==> src/rtl/pet_pkg.sv <==
// pet_pkg: shared definitions for the pet action controller.
//   - pet_state_e : controller FSM states
//   - ACT_*       : action index of each care action on the actions bus
//   - ACT_W       : width of the actions bus driving the stats block
//   - act_onehot  : one-hot pulse pattern for a selected action index
package pet_pkg;

  localparam int ACT_W = 8;

  typedef enum logic [1:0] {
    ST_IDLE     = 2'd0,
    ST_BROWSE   = 2'd1,
    ST_FIRE     = 2'd2,
    ST_COOLDOWN = 2'd3
  } pet_state_e;

  localparam logic [2:0] ACT_FEED     = 3'd0;  // hunger
  localparam logic [2:0] ACT_PLAY     = 3'd1;  // happiness
  localparam logic [2:0] ACT_MEDICINE = 3'd2;  // health
  localparam logic [2:0] ACT_CLEAN    = 3'd3;  // hygiene
  localparam logic [2:0] ACT_SLEEP    = 3'd4;  // energy
  localparam logic [2:0] ACT_VISIT    = 3'd5;  // social

  // Bits at or above num_actions are never set, so unused bus lanes stay 0.
  function automatic logic [ACT_W-1:0] act_onehot(input logic [2:0] idx,
                                                  input int num_actions);
    logic [ACT_W-1:0] v;
    v = {ACT_W{1'b0}};
    for (int i = 0; i < ACT_W; i++) begin
      if ((i < num_actions) && (idx == 3'(i))) begin
        v[i] = 1'b1;
      end else begin
        v[i] = 1'b0;
      end
    end
    return v;
  endfunction

endpackage

==> src/rtl/btn_debounce.sv <==
// btn_debounce: conditions one asynchronous raw button into a clean press pulse.
//   clk, reset : clock, asynchronous active-high reset
//   raw        : asynchronous raw button level
//   press      : one-cycle pulse on each accepted rising edge of the level
// Path: 2-flop synchronizer -> counting debouncer -> registered rise detector.
// The pulse follows the first sampling edge by DEBOUNCE_CYCLES+2 cycles.
module btn_debounce #(
  parameter int DEBOUNCE_CYCLES = 4
) (
  input  logic clk,
  input  logic reset,
  input  logic raw,
  output logic press
);

  localparam int CW = $clog2(DEBOUNCE_CYCLES + 1);
  localparam logic [CW-1:0] CNT_LAST = CW'(DEBOUNCE_CYCLES - 1);

  logic          sync1_q;
  logic          sync2_q;
  logic          level_q;
  logic          level_d;
  logic          level_prev_q;
  logic [CW-1:0] cnt_q;
  logic [CW-1:0] cnt_d;
  logic          press_q;
  logic          press_d;

  // Debounce counter and rise detection: a differing sample counts, an agreeing one clears.
  always_comb begin
    level_d = level_q;
    cnt_d   = {CW{1'b0}};
    if (sync2_q != level_q) begin
      if (cnt_q >= CNT_LAST) begin
        level_d = sync2_q;
        cnt_d   = {CW{1'b0}};
      end else begin
        cnt_d   = cnt_q + CW'(1'b1);
      end
    end else begin
      cnt_d = {CW{1'b0}};
    end
    press_d = level_q & ~level_prev_q;
  end

  // Synchronizer, debounced level, counter and pulse flops.
  always_ff @(posedge clk or posedge reset) begin
    if (reset) begin
      sync1_q      <= 1'b0;
      sync2_q      <= 1'b0;
      level_q      <= 1'b0;
      level_prev_q <= 1'b0;
      cnt_q        <= {CW{1'b0}};
      press_q      <= 1'b0;
    end else begin
      sync1_q      <= raw;
      sync2_q      <= sync1_q;
      level_q      <= level_d;
      level_prev_q <= level_q;
      cnt_q        <= cnt_d;
      press_q      <= press_d;
    end
  end

  assign press = press_q;

endmodule

==> src/rtl/pet_action_ctrl.sv <==
// pet_action_ctrl: three-button menu controller that fires care actions.
//   clk, reset      : clock, asynchronous active-high reset
//   btn_*_raw       : asynchronous raw select / confirm / cancel buttons
//   actions[7:0]    : one-cycle one-hot action pulse to the stats block
//   menu_sel[2:0]   : highlighted action index
//   menu_active     : high while browsing the menu
//   busy            : high while an action fires and during its lockout
// All outputs are flops; the registered outputs are loaded from the next state
// so a press seen in cycle n produces the action pulse in cycle n+1.
module pet_action_ctrl
  import pet_pkg::*;
#(
  parameter int DEBOUNCE_CYCLES = 4,
  parameter int COOLDOWN_CYCLES = 64,
  parameter int BROWSE_TIMEOUT  = 1000,
  parameter int NUM_ACTIONS     = 6
) (
  input  logic             clk,
  input  logic             reset,
  input  logic             btn_select_raw,
  input  logic             btn_confirm_raw,
  input  logic             btn_cancel_raw,
  output logic [ACT_W-1:0] actions,
  output logic [2:0]       menu_sel,
  output logic             menu_active,
  output logic             busy
);

  localparam int TW  = $clog2(BROWSE_TIMEOUT + 1);
  localparam int CCW = $clog2(COOLDOWN_CYCLES + 1);
  localparam logic [TW-1:0]  TMO_LAST  = TW'(BROWSE_TIMEOUT - 1);
  localparam logic [CCW-1:0] COOL_LAST = CCW'(COOLDOWN_CYCLES - 1);
  localparam logic [2:0]     SEL_LAST  = 3'(NUM_ACTIONS - 1);

  logic sel_press;
  logic conf_press;
  logic canc_press;

  pet_state_e       state_q;
  pet_state_e       state_d;
  logic [2:0]       menu_sel_q;
  logic [2:0]       menu_sel_d;
  logic [TW-1:0]    tmo_q;
  logic [TW-1:0]    tmo_d;
  logic [CCW-1:0]   cool_q;
  logic [CCW-1:0]   cool_d;
  logic [ACT_W-1:0] actions_q;
  logic [ACT_W-1:0] actions_d;
  logic             menu_active_q;
  logic             menu_active_d;
  logic             busy_q;
  logic             busy_d;

  btn_debounce #(.DEBOUNCE_CYCLES(DEBOUNCE_CYCLES)) u_db_select (
    .clk(clk), .reset(reset), .raw(btn_select_raw), .press(sel_press)
  );
  btn_debounce #(.DEBOUNCE_CYCLES(DEBOUNCE_CYCLES)) u_db_confirm (
    .clk(clk), .reset(reset), .raw(btn_confirm_raw), .press(conf_press)
  );
  btn_debounce #(.DEBOUNCE_CYCLES(DEBOUNCE_CYCLES)) u_db_cancel (
    .clk(clk), .reset(reset), .raw(btn_cancel_raw), .press(canc_press)
  );

  // State, counters, selection and registered outputs.
  always_ff @(posedge clk or posedge reset) begin
    if (reset) begin
      state_q       <= ST_IDLE;
      menu_sel_q    <= 3'd0;
      tmo_q         <= {TW{1'b0}};
      cool_q        <= {CCW{1'b0}};
      actions_q     <= {ACT_W{1'b0}};
      menu_active_q <= 1'b0;
      busy_q        <= 1'b0;
    end else begin
      state_q       <= state_d;
      menu_sel_q    <= menu_sel_d;
      tmo_q         <= tmo_d;
      cool_q        <= cool_d;
      actions_q     <= actions_d;
      menu_active_q <= menu_active_d;
      busy_q        <= busy_d;
    end
  end

  // Next state; counters default to 0 so they restart on every entry and press.
  always_comb begin
    state_d    = state_q;
    menu_sel_d = menu_sel_q;
    tmo_d      = {TW{1'b0}};
    cool_d     = {CCW{1'b0}};
    case (state_q)
      ST_IDLE: begin
        if (sel_press) begin
          state_d = ST_BROWSE;
        end else begin
          state_d = ST_IDLE;
        end
      end
      ST_BROWSE: begin
        if (canc_press) begin
          state_d = ST_IDLE;
        end else if (conf_press) begin
          state_d = ST_FIRE;
        end else if (sel_press) begin
          if (menu_sel_q >= SEL_LAST) begin
            menu_sel_d = 3'd0;
          end else begin
            menu_sel_d = menu_sel_q + 3'd1;
          end
        end else if (tmo_q >= TMO_LAST) begin
          state_d = ST_IDLE;
        end else begin
          tmo_d = tmo_q + TW'(1'b1);
        end
      end
      ST_FIRE: begin
        state_d = ST_COOLDOWN;
      end
      ST_COOLDOWN: begin
        // Presses are simply not looked at here, so none are queued.
        if (cool_q >= COOL_LAST) begin
          state_d = ST_BROWSE;
        end else begin
          cool_d = cool_q + CCW'(1'b1);
        end
      end
      default: begin
        state_d = ST_IDLE;
      end
    endcase
  end

  // Output values for the coming cycle, decoded from the next state.
  always_comb begin
    actions_d     = {ACT_W{1'b0}};
    menu_active_d = 1'b0;
    busy_d        = 1'b0;
    case (state_d)
      ST_BROWSE: begin
        menu_active_d = 1'b1;
      end
      ST_FIRE: begin
        actions_d = act_onehot(menu_sel_q, NUM_ACTIONS);
        busy_d    = 1'b1;
      end
      ST_COOLDOWN: begin
        busy_d = 1'b1;
      end
      default: begin
        menu_active_d = 1'b0;
      end
    endcase
  end

  assign actions     = actions_q;
  assign menu_sel    = menu_sel_q;
  assign menu_active = menu_active_q;
  assign busy        = busy_q;

endmodule

==> config.mk <==
export PLATFORM = sky130hd
export DESIGN_NAME = pet_action_ctrl
export DESIGN_NICKNAME = d
export VERILOG_FILES = /design/src/rtl/pet_pkg.sv /design/src/rtl/btn_debounce.sv /design/src/rtl/pet_action_ctrl.sv
export SDC_FILE = /design/constraint.sdc
export NUM_CORES = 1
export LEC_CHECK = 0
export BUFFER_PORTS_ARGS = -buffer_cell sky130_fd_sc_hd__clkbuf_2
export CORE_UTILIZATION = 55
export CTS_CLUSTER_SIZE = 16
export DETAILED_ROUTE_END_ITERATION = 6
export GPL_TIMING_DRIVEN = 0
export PLACE_DENSITY = 0.74
export SKIP_CTS_REPAIR_TIMING = 1
export SYNTH_ARGS = -nofsm -noshare
export SYNTH_HDL_FRONTEND = slang
export SYNTH_SLANG_ARGS = --single-unit
==> constraint.sdc <==
create_clock -name clk -period 3.3 [get_ports clk]
set_input_delay 0.66 -clock clk [delete_from_list [all_inputs] [get_ports clk]]
set_output_delay 0.66 -clock clk [all_outputs]
set_load 0.05 [all_outputs]
; Yosys cells after proc, flatten, opt, wreduce, memory -nomap -nowiden
; Cells that the tools add are included.
[totals]
register_bits = 56
input_bits = 5
out_inout_bits = 13
elab_cells = 96
[classes]
addsub = 6
order_cmp = 6
eq_ne = 14
muxes = 30
bitwise = 8
n_reduce_logical = 7
[op_table]
columns = cell, n
row1 = $mux 10, 5
row2 = $mux 3, 7
row3 = $mux 7, 2
row4 = $add 3x1->3 const B, 4
row5 = $add 10x1->10 const B, 1
row6 = $ge 10x10->1 const B, 1
row7 = $mux 2, 5
row8 = $ge 3x2->1 const B, 3
row9 = $mux 1, 9
row10 = $eq 2x2->1 const B, 4
row11 = $pmux 2 s4, 1
row12 = $add 7x1->7 const B, 1
row13 = $ge 7x6->1 const B, 1
row14 = $eq 3x2->1 const B, 2
row15 = $eq 3x3->1 const B, 2
row16 = $mux 6, 1
row17 = $reduce_and 2->1, 3
row18 = $not 1->1, 5
row19 = $eq 2x1->1 const B, 2
row20 = $reduce_and 4->1, 1
row21 = $and 1x1->1, 3
row22 = $eq 3x1->1 const B, 1
row23 = $ge 3x3->1 const B, 1
row24 = $logic_not 3->1, 1
row25 = other kinds (3), 5

; Longest topological paths before layout
; Gate-level depths: netlist of the first run.
[depth]
depth_word = 9
mapped_depth = 6
depth_no_buf = 5

; By module
; From an unflattened synthesis of the first run, not the netlist that was laid out.
[unflattened]
cells_unflattened = 179
hier_area_um2 = 2242.2
[modules_own_cells]
columns = mod, n_inst, cells_each, area_per_inst_um2, seq_area_each_um2
row1 = pet_action_ctrl, 1, 122, 1371.3, 750.7
row2 = btn_debounce, 3, 19, 290.3, 200.2

; Least setup slack after synthesis of the first run
; No wires, ideal clock.
[synth_timing]
path_type = register -> register
from = register u_db_confirm.cnt_q[0]
to = register u_db_confirm.level_q
setup_ns = 0.125
t_arrival_ns = 1.392
required_time_ns = 3.175
path_slack_ns = 1.784
stages_incl_launch_ff = 5
n_path_buf = 0
period_less_slack_ns = 1.516
cell_sequence = dfrtp_1 > ha_1 > ha_1 > a211oi_1 > mux2_2
[synth_via]
elab_chain_len = 2
[synth_lines]
columns = item, line
row1 = "start, declared", btn_debounce.sv:24  ; logic [CW-1:0] cnt_q;
row2 = "start signal, assigned", btn_debounce.sv:53  ; cnt_q <= {CW{1'b0}};
row3 = "start signal, assigned", btn_debounce.sv:60  ; cnt_q <= cnt_d;
row4 = $ge 3x2->1, btn_debounce.sv:34  ; if (cnt_q >= CNT_LAST) begin
row5 = $reduce_and 2->1 (no line), --
row6 = "end signal, assigned", btn_debounce.sv:58  ; level_q <= level_d;
row7 = "end, declared", btn_debounce.sv:21  ; logic level_q;
; Every way passes these cells.
; A chain may end at the register's enable or synchronous reset.

; Worst setup path in the final report of the first run
[layout_timing]
from = register menu_sel_q[1] (netlist: menu_sel[1])
to = output menu_sel[1]
[layout_lines]
columns = item, line
row1 = "start, declared", pet_action_ctrl.sv:41  ; logic [2:0] menu_sel_q;
row2 = "start signal, assigned", pet_action_ctrl.sv:76  ; menu_sel_q <= menu_sel_d;
row3 = "end, declared", pet_action_ctrl.sv:24  ; output logic [2:0] menu_sel,
; No word-level cell between the ends.

==> results of run 1 <==
registers in the layout, indices dropped and copies added, names as in the netlist, 2 cells and up:
name	count
tmo_q	10
menu_sel	3
u_db_cancel.cnt_q	3
state_q	2
cool_q	7
actions	6
u_db_confirm.cnt_q	3
u_db_select.cnt_q	3
cells by family after synthesis:
| kind of cell | after synthesis | share of synthesized area |
|---|---|---|
| and+or+nand+nor | 70 | 0.159 |
| DFF | 54 | 0.617 |
| AOI/OAI and AO/OA | 16 | 0.0486 |
| buffers and inverters | 16 | 0.0314 |
| adders and majority gates | 13 | 0.0743 |
| xor gates and xnor gates | 13 | 0.0520 |
| muxes | 3 | 0.0154 |
| other | 1 | 0.00171 |
per-layer routing:
metal,part of all wire,vias to the layer above,GRT usage
met2,0.51,21,0.324
met1,0.44,652,0.201
li1,-,666,-
met3,0.031,9,0.0423
met5,0,-,0
met4,0.020,0,0.0897
cells in the mapped netlist, drive strengths merged, types with 2 or more instances:
| cell type | instances |
|---|---|
| buf | 3 |
| nand2 | 12 |
| nor2b | 3 |
| ha | 13 |
| nor2 | 25 |
| inv | 12 |
| nand3 | 4 |
| xor2 | 6 |
| and3 | 10 |
| nor3 | 4 |
| xnor2 | 7 |
| o31ai | 2 |
| a211oi | 3 |
| mux2 | 3 |
| a21oi | 2 |
| dfrtp | 54 |
| nor4 | 2 |
| o21ai | 5 |
| and2 | 2 |
through the flow:
stage | instances | utilization | setup slack [ns]
after floorplan | 188 | - | 1.33
after global placement | 251 | 0.623 | 0.884
after detailed placement | 252 | 0.628 | 1.67
after CTS | 260 | 0.658 | 1.55
after global routing | 260 | 0.658 | 1.51
final | 260 | 0.658 | 1.56
worst register-to-register path: cells and delay by family, from the launching register on:
kind                       cells  cell delay (ns)
adders and majority gates      2             0.38
AOI/OAI and AO/OA              1             0.35
DFF                            1             0.42
muxes                          1             0.38
power groups by stage:
| stage | logic (mW) | registers, mW | clock network [mW] |
|---|---|---|---|
| 2_1_floorplan | 0.318 | 1.02 | 0 |
| 3_3_place_gp | 0.503 | 0.927 | 0 |
| 3_5_place_dp | 0.546 | 0.943 | 0 |
| 4_1_cts | 0.549 | 0.930 | 0.448 |
| 5_1_grt | 0.606 | 0.951 | 0.475 |
| 6_report | 0.539 | 0.928 | 0.436 |
worst max-delay path by stage:
stage               slack [ns]                   to  cells after the start
finish                    1.56          menu_sel[1]                      1
CTS                       1.55          menu_sel[0]                      1
floorplan                 1.33           actions[0]                      1
global route              1.51          menu_sel[1]                      1
detailed placement        1.67  u_db_cancel.level_q                      4
global placement          0.88           actions[2]                      2
final cells by class:
| type | instances | area [sq um] |
|---|---|---|
| sequential | 54 | 1350 |
| fill | 322 | 1280 |
| multi-input combinational | 118 | 776 |
| timing repair buffer | 16 | 95.1 |
| clock buffer | 5 | 68.8 |
| tap | 48 | 60.1 |
| inverter | 12 | 45.0 |
| clock inverter | 3 | 43.8 |
| buffer | 4 | 23.8 |
==> flow_summary.yaml, run 1 <==
sta:
  fin_tns_setup_ns: 0
  fmax_ghz: 0.576
  slew_viol_final: 0
  final_period_minus_worst_setup_slack_ns: 1.74
  worstMarginPinSlew_ns: 0.518
  period_share: 0.526
  whs_ns: 0.355
  setup_viol: 0
  fin_skew_ns: 0.00519
  hold_viol: 0
  relSlewSlack: 0.654
  rsz0062_at_grt: "false"
setup_path:
  crit_family: "flip-flops"
  crit_arrival_ns: 1.08
  critPathMaxFanout: 7
  cp_cell_sequence: "clkbuf_2"
  criticalPathCategory: "reg -> out"
  startpoint: "menu_sel[1]"
  critical-path-max-stage-delay_ns: 0.46
  critical_path_buf_inv_count: 1
  reg2reg_slack_ns: 1.65
  rr_startpoint: "u_db_confirm.cnt_q[0]"
  reg2regPathDepth: 4
  cp.required_ns: 2.64
  crit_path_end_kind: "primary output"
  slowest_stage: "dfrtp_1"
  r2r_end: "u_db_confirm.level_q"
  cp-start-kind: "flip-flop"
drt:
  antenna_left: 0
  drcViolationCount: 0
  wirelength_um: 3250
  wire_per_inst_um: 12.5
  dr.pass1.iters: 4
  routed-via-count: 1348
  drtIter0Drc: 39
  drt-vias-per-instance: 5.18
synthesis:
  synth_edf_count: 0
  synth_top_area_share: 0.617
  async_reset_ff_frac: 1.00
  yosysWarnings: 0
  synth_cell_types: 35
  synth_area_sq_um: 2190
  yosys.area.top_type: "dfrtp_1"
  ys_seq_area_frac: 0.617
  syn_inst: 186
  synth.area.top_cells: "dfrtp_1, ha_1, nor2_1"
  synthFlopType: "dfrtp_1"
  synth-seq-cells: 54
  syn_avg_cell_area_sq_um: 11.8
place:
  gp_congestion: 0.740
  dpl-instance-area_sq_um: 2350
  hpwl_um: 2380
  port_buffers: 15
clock_tree:
  cts_max_path_buffers: 2
  path_clk_slew_ns: 0.09
  cts_root_buf: "clkbuf_8"
  clock-sinks: 54
  clk_latency_ns: 0.30
  cts_max_level: 2
  cts_tree: "yes"
  cts_made_buffers: 5
die:
  ios: 18
  initial_core_util: 0.585
  die_w_um: 65.1
  core_area_sq_um: 3740
  die-area_sq_um: 4230
  row_count: 22
  die_h_um: 65.1
finish:
  fin_area_sq_um: 2460
  fin_nets: 229
  syn_to_final_growth_pct: 12.6
  antenna_cells: 0
  mostFrequentLayoutCell: "dfrtp_1"
  drive_gt1_frac: 0.156
  final_cell_mix: "dfrtp_1, nor2_1, clkbuf_2, ha_1, nand2_1"
pwr:
  switchingPower_mw: 0.668
  powerDensity_nw_per_um2: 772
  internal-power_mw: 1.23
  total_leakage_power_nw: 1.22
  ir_drop_v: 0.000499
  swShare: 0.351
  p_total_mw: 1.90
  seq_power_share: 0.488
  pwr-share-clk: 0.229
  comb_power_share: 0.283
min_path:
  min_from: "u_db_select.sync1_q"
  hold_path_depth: 0
  hold_path_end: "u_db_select.sync2_q"
  min_path_type: "reg -> reg"
global_routing:
  grt_pass1_wl_um: 5640
  grt_pass1_vias: 1379
  grt_usage: 0.182
  grt_antenna_before_repair: 0
  grt_max_degree: 32
  grt_overflow: 0
run_status:
  status: "completed"
flow_run:
  max-cap-violations: 0
(Power assumes the default switching activity.)
==> run 2: changes to the inputs <==
==> constraint.sdc (replaced) <==
create_clock -name clk -period 1.6 [get_ports clk]
set_input_delay 0.32 -clock clk [delete_from_list [all_inputs] [get_ports clk]]
set_output_delay 0.32 -clock clk [all_outputs]
set_load 0.05 [all_outputs]
==> run 2 against run 1 <==
Compared with the run above:
- cell area decreased by 0.61%
- largest power group unchanged
- non-clock buffer count decreased by 2
- critical endpoint is now u_db_confirm.level_q
- largest cell class unchanged
- register-to-register slack got worse by 1.6 ns
==> flow_summary.yaml, run 2 (synthesized netlist as in run 1, its figures left out) <==
place:
  gp_congestion: 0.739
  port_buffers: 15
  hpwl_um: 2390
  dp_slack_ns: -0.0735
  dp.cells: 251
finish:
  fin_cells: 258
  drive_gt1_frac: 0.171
  final_util: 0.654
  top_register: "tmo_q"
  fin_nets: 227
  fillers: 312
  syn_to_final_growth_pct: 11.9
  mostFrequentLayoutCell: "dfrtp_1"
  largest_reg_flops: 10
  final_cell_mix: "dfrtp_1, nor2_1, clkbuf_2, ha_1, nand2_1"
  antenna_cells: 0
drt:
  drtIter0Drc: 45
  wirelength_um: 3270
  drcViolationCount: 0
  routed-via-count: 1347
  wire_per_inst_um: 12.7
  dr.pass1.iters: 4
  antenna_left: 0
  drt-vias-per-instance: 5.22
min_path:
  min_path_type: "in -> reg"
sta:
  worstMarginPinSlew_ns: 1.09
  slew_viol_final: 0
  setup_viol: 0
  relSlewSlack: 0.270
  period_share: 0.953
  fin_skew_ns: 0.0106
  rsz0062_at_grt: "false"
  final.setup.worst_slack_ns: 0.0751
  whs_ns: 0.109
  fmax_ghz: 0.656
  hold_viol: 0
  final_period_minus_worst_setup_slack_ns: 1.52
die:
  die-area_sq_um: 4230
  die_h_um: 65.1
  initial_core_util: 0.585
  row_count: 22
  ios: 18
  die_w_um: 65.1
  core_area_sq_um: 3740
global_routing:
  grt_overflow: 0
  grt_antenna_before_repair: 0
  grt_pass1_vias: 1356
  grt_max_degree: 55
  grt_usage: 0.177
  grt_pass1_wl_um: 5490
pwr:
  ir_drop_v: 0.00104
  powerDensity_nw_per_um2: 1560
  p_total_mw: 3.83
  total_leakage_power_nw: 1.20
flow_run:
  max-cap-violations: 0
setup_path:
  cp-start-kind: "flip-flop"
  criticalPathCategory: "reg -> reg"
  cp.required_ns: 1.80
  crit_arrival_ns: 1.73
  critPathMaxFanout: 3
  crit_path_end_kind: "flip-flop"
clock_tree:
  cts_tree: "yes"
  cts_root_buf: "clkbuf_8"
  path_clk_slew_ns: 0.10
  clk_latency_ns: 0.31
  clock-sinks: 54
  cts_made_buffers: 5
  cts_max_path_buffers: 2
  cts_max_level: 2
run_status:
  status: "completed"
-- run 2: worst paths after layout --
check / start / to / slack, ns / cells after the start
max: u_db_confirm.cnt_q[0] / u_db_confirm.level_q / 0.08 / 4
min in group asynchronous: reset / u_db_cancel.cnt_q[1] / 0.25 / 2
max in group asynchronous: reset / busy / 0.77 / 2
max reg2reg: u_db_confirm.cnt_q[0] / u_db_confirm.level_q / 0.08 / 4
min reg2reg: u_db_confirm.sync1_q / u_db_confirm.sync2_q / 0.36 / 0
min: btn_select_raw / u_db_select.sync1_q / 0.11 / 1
-- run 2: worst max-delay path, cell delays in order (launching register included) --
cell and delay (ns):
dfrtp_1 0.43, ha_1 0.22, ha_1 0.19, a211oi_2 0.25, mux2_4 0.34
-- run 2: final cells by class --
class	count	area (sq um)	area share
clock inverter	3	25.0	0.0102
multi-input combinational	118	800	0.327
clock buffer	5	68.8	0.0281
timing repair buffer	15	75.1	0.0307
inverter	12	48.8	0.0199
buffer	3	20.0	0.00818
tap	48	60.1	0.0245
sequential	54	1350	0.552
-- run 2: routing by layer --
| layer | track usage | up-vias | part of all wire |
|---|---|---|---|
| met1 | 0.184 | 660 | 0.42 |
| met3 | 0.0370 | 7 | 0.027 |
| li1 | - | 660 | - |
| met4 | 0.0978 | 0 | 0.019 |
| met5 | 0 | - | 0 |
| met2 | 0.327 | 20 | 0.54 |
-- run 2: metrics by stage --
step | cell area, sq um | TNS, ns
4_1_cts | 2430 | -0.199
2_1_floorplan | 2200 | 0
3_5_place_dp | 2330 | -0.130
6_report | 2450 | 0
5_1_grt | 2450 | 0
3_3_place_gp | 2330 | 0
-- run 2: power breakdown --
group / internal, mW / switching [mW]
registers: 1.67 / 0.256
clock network: 0.316 / 0.442
logic: 0.424 / 0.715
==> run 3: changes to the inputs <==
--- a/config.mk
+++ b/config.mk
@@ -5,12 +5,13 @@
 export SDC_FILE = /design/constraint.sdc
 export NUM_CORES = 1
 export LEC_CHECK = 0
+export ABC_AREA = 1
 export BUFFER_PORTS_ARGS = -buffer_cell sky130_fd_sc_hd__clkbuf_2
-export CORE_UTILIZATION = 55
+export CORE_UTILIZATION = 53
 export CTS_CLUSTER_SIZE = 16
 export DETAILED_ROUTE_END_ITERATION = 6
 export GPL_TIMING_DRIVEN = 0
-export PLACE_DENSITY = 0.74
+export PLACE_DENSITY = 0.75
 export SKIP_CTS_REPAIR_TIMING = 1
 export SYNTH_ARGS = -nofsm -noshare
 export SYNTH_HDL_FRONTEND = slang
==> constraint.sdc (replaced) <==
create_clock -name clk -period 1.4 [get_ports clk]
set_input_delay 0.28 -clock clk [delete_from_list [all_inputs] [get_ports clk]]
set_output_delay 0.28 -clock clk [all_outputs]
set_load 0.05 [all_outputs]
==> run 3 against run 2 <==
Compared with the run above:
- the run now ends with negative setup slack left
- flip-flop and latch count did not move
- cell count rose by 17%
- global-route usage fell by 0.84 points
- wire length is 6.0% higher
- die area rose by 7.7%
- via count rose by 9.8%
- worst hold slack worse by 0.032 ns
- largest cell class unchanged
- largest power group unchanged
==> flow_summary.yaml, run 3 <==
global_routing:
  grt_usage: 0.168
  grt_antenna_before_repair: 0
  grt_overflow: 0
  grt_max_degree: 55
  grt_pass1_vias: 1300
  grt_pass1_wl_um: 5550
setup_path:
  startpoint: "u_db_select.cnt_q[0]"
  cp.required_ns: 1.64
  critPathMaxFanout: 3
  reg2reg_slack_ns: -0.06
  rr_startpoint: "u_db_select.cnt_q[0]"
  criticalPathCategory: "reg -> reg"
  cp-start-kind: "flip-flop"
  crit_end: "u_db_select.cnt_q[1]"
  crit_path_end_kind: "flip-flop"
  r2r_end: "u_db_select.cnt_q[1]"
  crit_arrival_ns: 1.70
  reg2regPathDepth: 5
sta:
  final_period_minus_worst_setup_slack_ns: 1.46
  slew_viol_final: 0
  worstMarginPinSlew_ns: 1.09
  final.setup.worst_slack_ns: -0.0573
  setup_viol: 6
  rsz0062_at_grt: "true"
  fmax_ghz: 0.686
  period_share: 1.04
  fin_skew_ns: 0.00554
  hold_viol: 0
  fin_tns_setup_ns: -0.246
  relSlewSlack: 0.272
finish:
  top_register: "tmo_q"
  drive_gt1_frac: 0.287
  fin_area_sq_um: 2710
  mostFrequentLayoutCell: "dfrtp_1"
  fin_nets: 268
  antenna_cells: 0
  final_cell_mix: "dfrtp_1, inv_1, nor2_1, nand2_1, clkbuf_2"
  largest_reg_flops: 10
  fin_cells: 301
  ff_latch_area_sq_um: 1360
  multi_input_area_sq_um: 912
  syn_to_final_growth_pct: 19.2
  fillers: 319
synthesis:
  synth_edf_count: 0
  syn_inst: 214
  synth_cell_types: 29
  yosys.area.top_type: "dfrtp_1"
  synth.area.top_cells: "dfrtp_1, ha_1, inv_1"
  ys_seq_area_frac: 0.594
  async_reset_ff_frac: 1.00
  synth_area_sq_um: 2280
  syn_avg_cell_area_sq_um: 10.6
  synth_most_common_cell: "dfrtp_1"
  synth_top_area_share: 0.594
  ys_top_cells_by_count: "dfrtp_1, inv_1, nor2_1"
  synth-seq-cells: 54
  yosysWarnings: 0
  synthFlopType: "dfrtp_1"
clock_tree:
  cts_root_buf: "clkbuf_8"
  cts_max_path_buffers: 2
  cts_max_level: 2
  clock-sinks: 54
  cts_made_buffers: 5
  clk_latency_ns: 0.30
  path_clk_slew_ns: 0.09
  cts_tree: "yes"
die:
  die-area_sq_um: 4560
  die_w_um: 67.5
  ios: 18
  die_h_um: 67.5
  core_area_sq_um: 4060
  row_count: 23
  initial_core_util: 0.561
pwr:
  total_leakage_power_nw: 1.31
  powerDensity_nw_per_um2: 1700
  p_total_mw: 4.60
  ir_drop_v: 0.000942
drt:
  dr.pass1.iters: 4
  antenna_left: 0
  wire_per_inst_um: 11.5
  wirelength_um: 3460
  drcViolationCount: 0
  routed-via-count: 1479
  drtIter0Drc: 69
  drt-vias-per-instance: 4.91
place:
  dp.cells: 281
  dp_slack_ns: -0.0518
  port_buffers: 15
  hpwl_um: 2240
  gp_congestion: 0.706
  dpl-instance-area_sq_um: 2430
run_status:
  status: "finished, violations left"
  violations: "negative setup slack"
flow_run:
  max-cap-violations: 0
min_path:
  min_path_type: "in -> reg"
-- run 3: cell count changes in the layout (fill, tap and decap cells not counted), moves of 5 or more --
cell and change:
and3_1 -10, inv_1 +17, nor3_1 +7, nand2_2 +5, buf_4 +11, nor2_2 +5, ha_1 -6, nand2_1 +7
nand3_1 +5, ha_2 +6
-- run 3: final cells by class --
type / count / area share
Buffer: 2 / 0.00553
Clock buffer: 6 / 0.0304
Clock inverter: 2 / 0.00461
Inverter: 30 / 0.0429
Multi-Input combinational cell: 131 / 0.336
Sequential cell: 54 / 0.499
Tap cell: 50 / 0.0231
Timing Repair Buffer: 26 / 0.0581
-- run 3: worst min-delay path by stage --
stage / startpoint / end / slack, ns / cells past startpoint
after global placement: u_db_confirm.sync1_q / u_db_confirm.sync2_q / 0.33 / 0
final: btn_select_raw / u_db_select.sync1_q / 0.08 / 1
after CTS: btn_confirm_raw / u_db_confirm.sync1_q / 0.06 / 1
after floorplan: btn_cancel_raw / u_db_cancel.sync1_q / 0.31 / 0
after detailed placement: u_db_cancel.sync1_q / u_db_cancel.sync2_q / 0.34 / 0
after global routing: btn_select_raw / u_db_select.sync1_q / 0.06 / 1
-- run 3: power breakdown --
part / internal (mW) / switching [mW] / total, mW
Clock: 0.398 / 0.482 / 0.880
Sequential: 1.89 / 0.273 / 2.16
Combinational: 0.618 / 0.942 / 1.56
Total: 2.91 / 1.70 / 4.60
-- run 3: per-layer routing --
metal  vias to the layer above  GRT usage  part of all wire
li1                        757          -                 -
met1                       696      0.215              0.45
met2                        19      0.257              0.50
met3                         7     0.0557             0.030
met4                         0     0.0798             0.021
met5                         -          0                 0
-- run 3: critical path: stages (launching register included) --
cell and delay (ns):
dfrtp_1 0.41, ha_2 0.19, ha_2 0.16, a211o_1 0.29, or2_4 0.26, nor2_1 0.10
-- run 3: logic make-up after synthesis --
| kind of cell | after synthesis | share of synthesized area |
|---|---|---|
| buffers and inverters | 32 | 0.0561 |
| DFF | 54 | 0.594 |
| xor gates and xnor gates | 8 | 0.0308 |
| other | 1 | 0.00165 |
| adders and majority gates | 13 | 0.0715 |
| and+or+nand+nor | 90 | 0.201 |
| AOI/OAI and AO/OA | 16 | 0.0451 |
-- run 3: per-stage QoR --
stage | util | hold WS [ns]
floorplan | - | 0.311
detailed placement | 0.599 | 0.338
global placement | 0.599 | 0.334
CTS | 0.623 | 0.0621
finish | 0.669 | 0.0771
global route | 0.669 | 0.0572
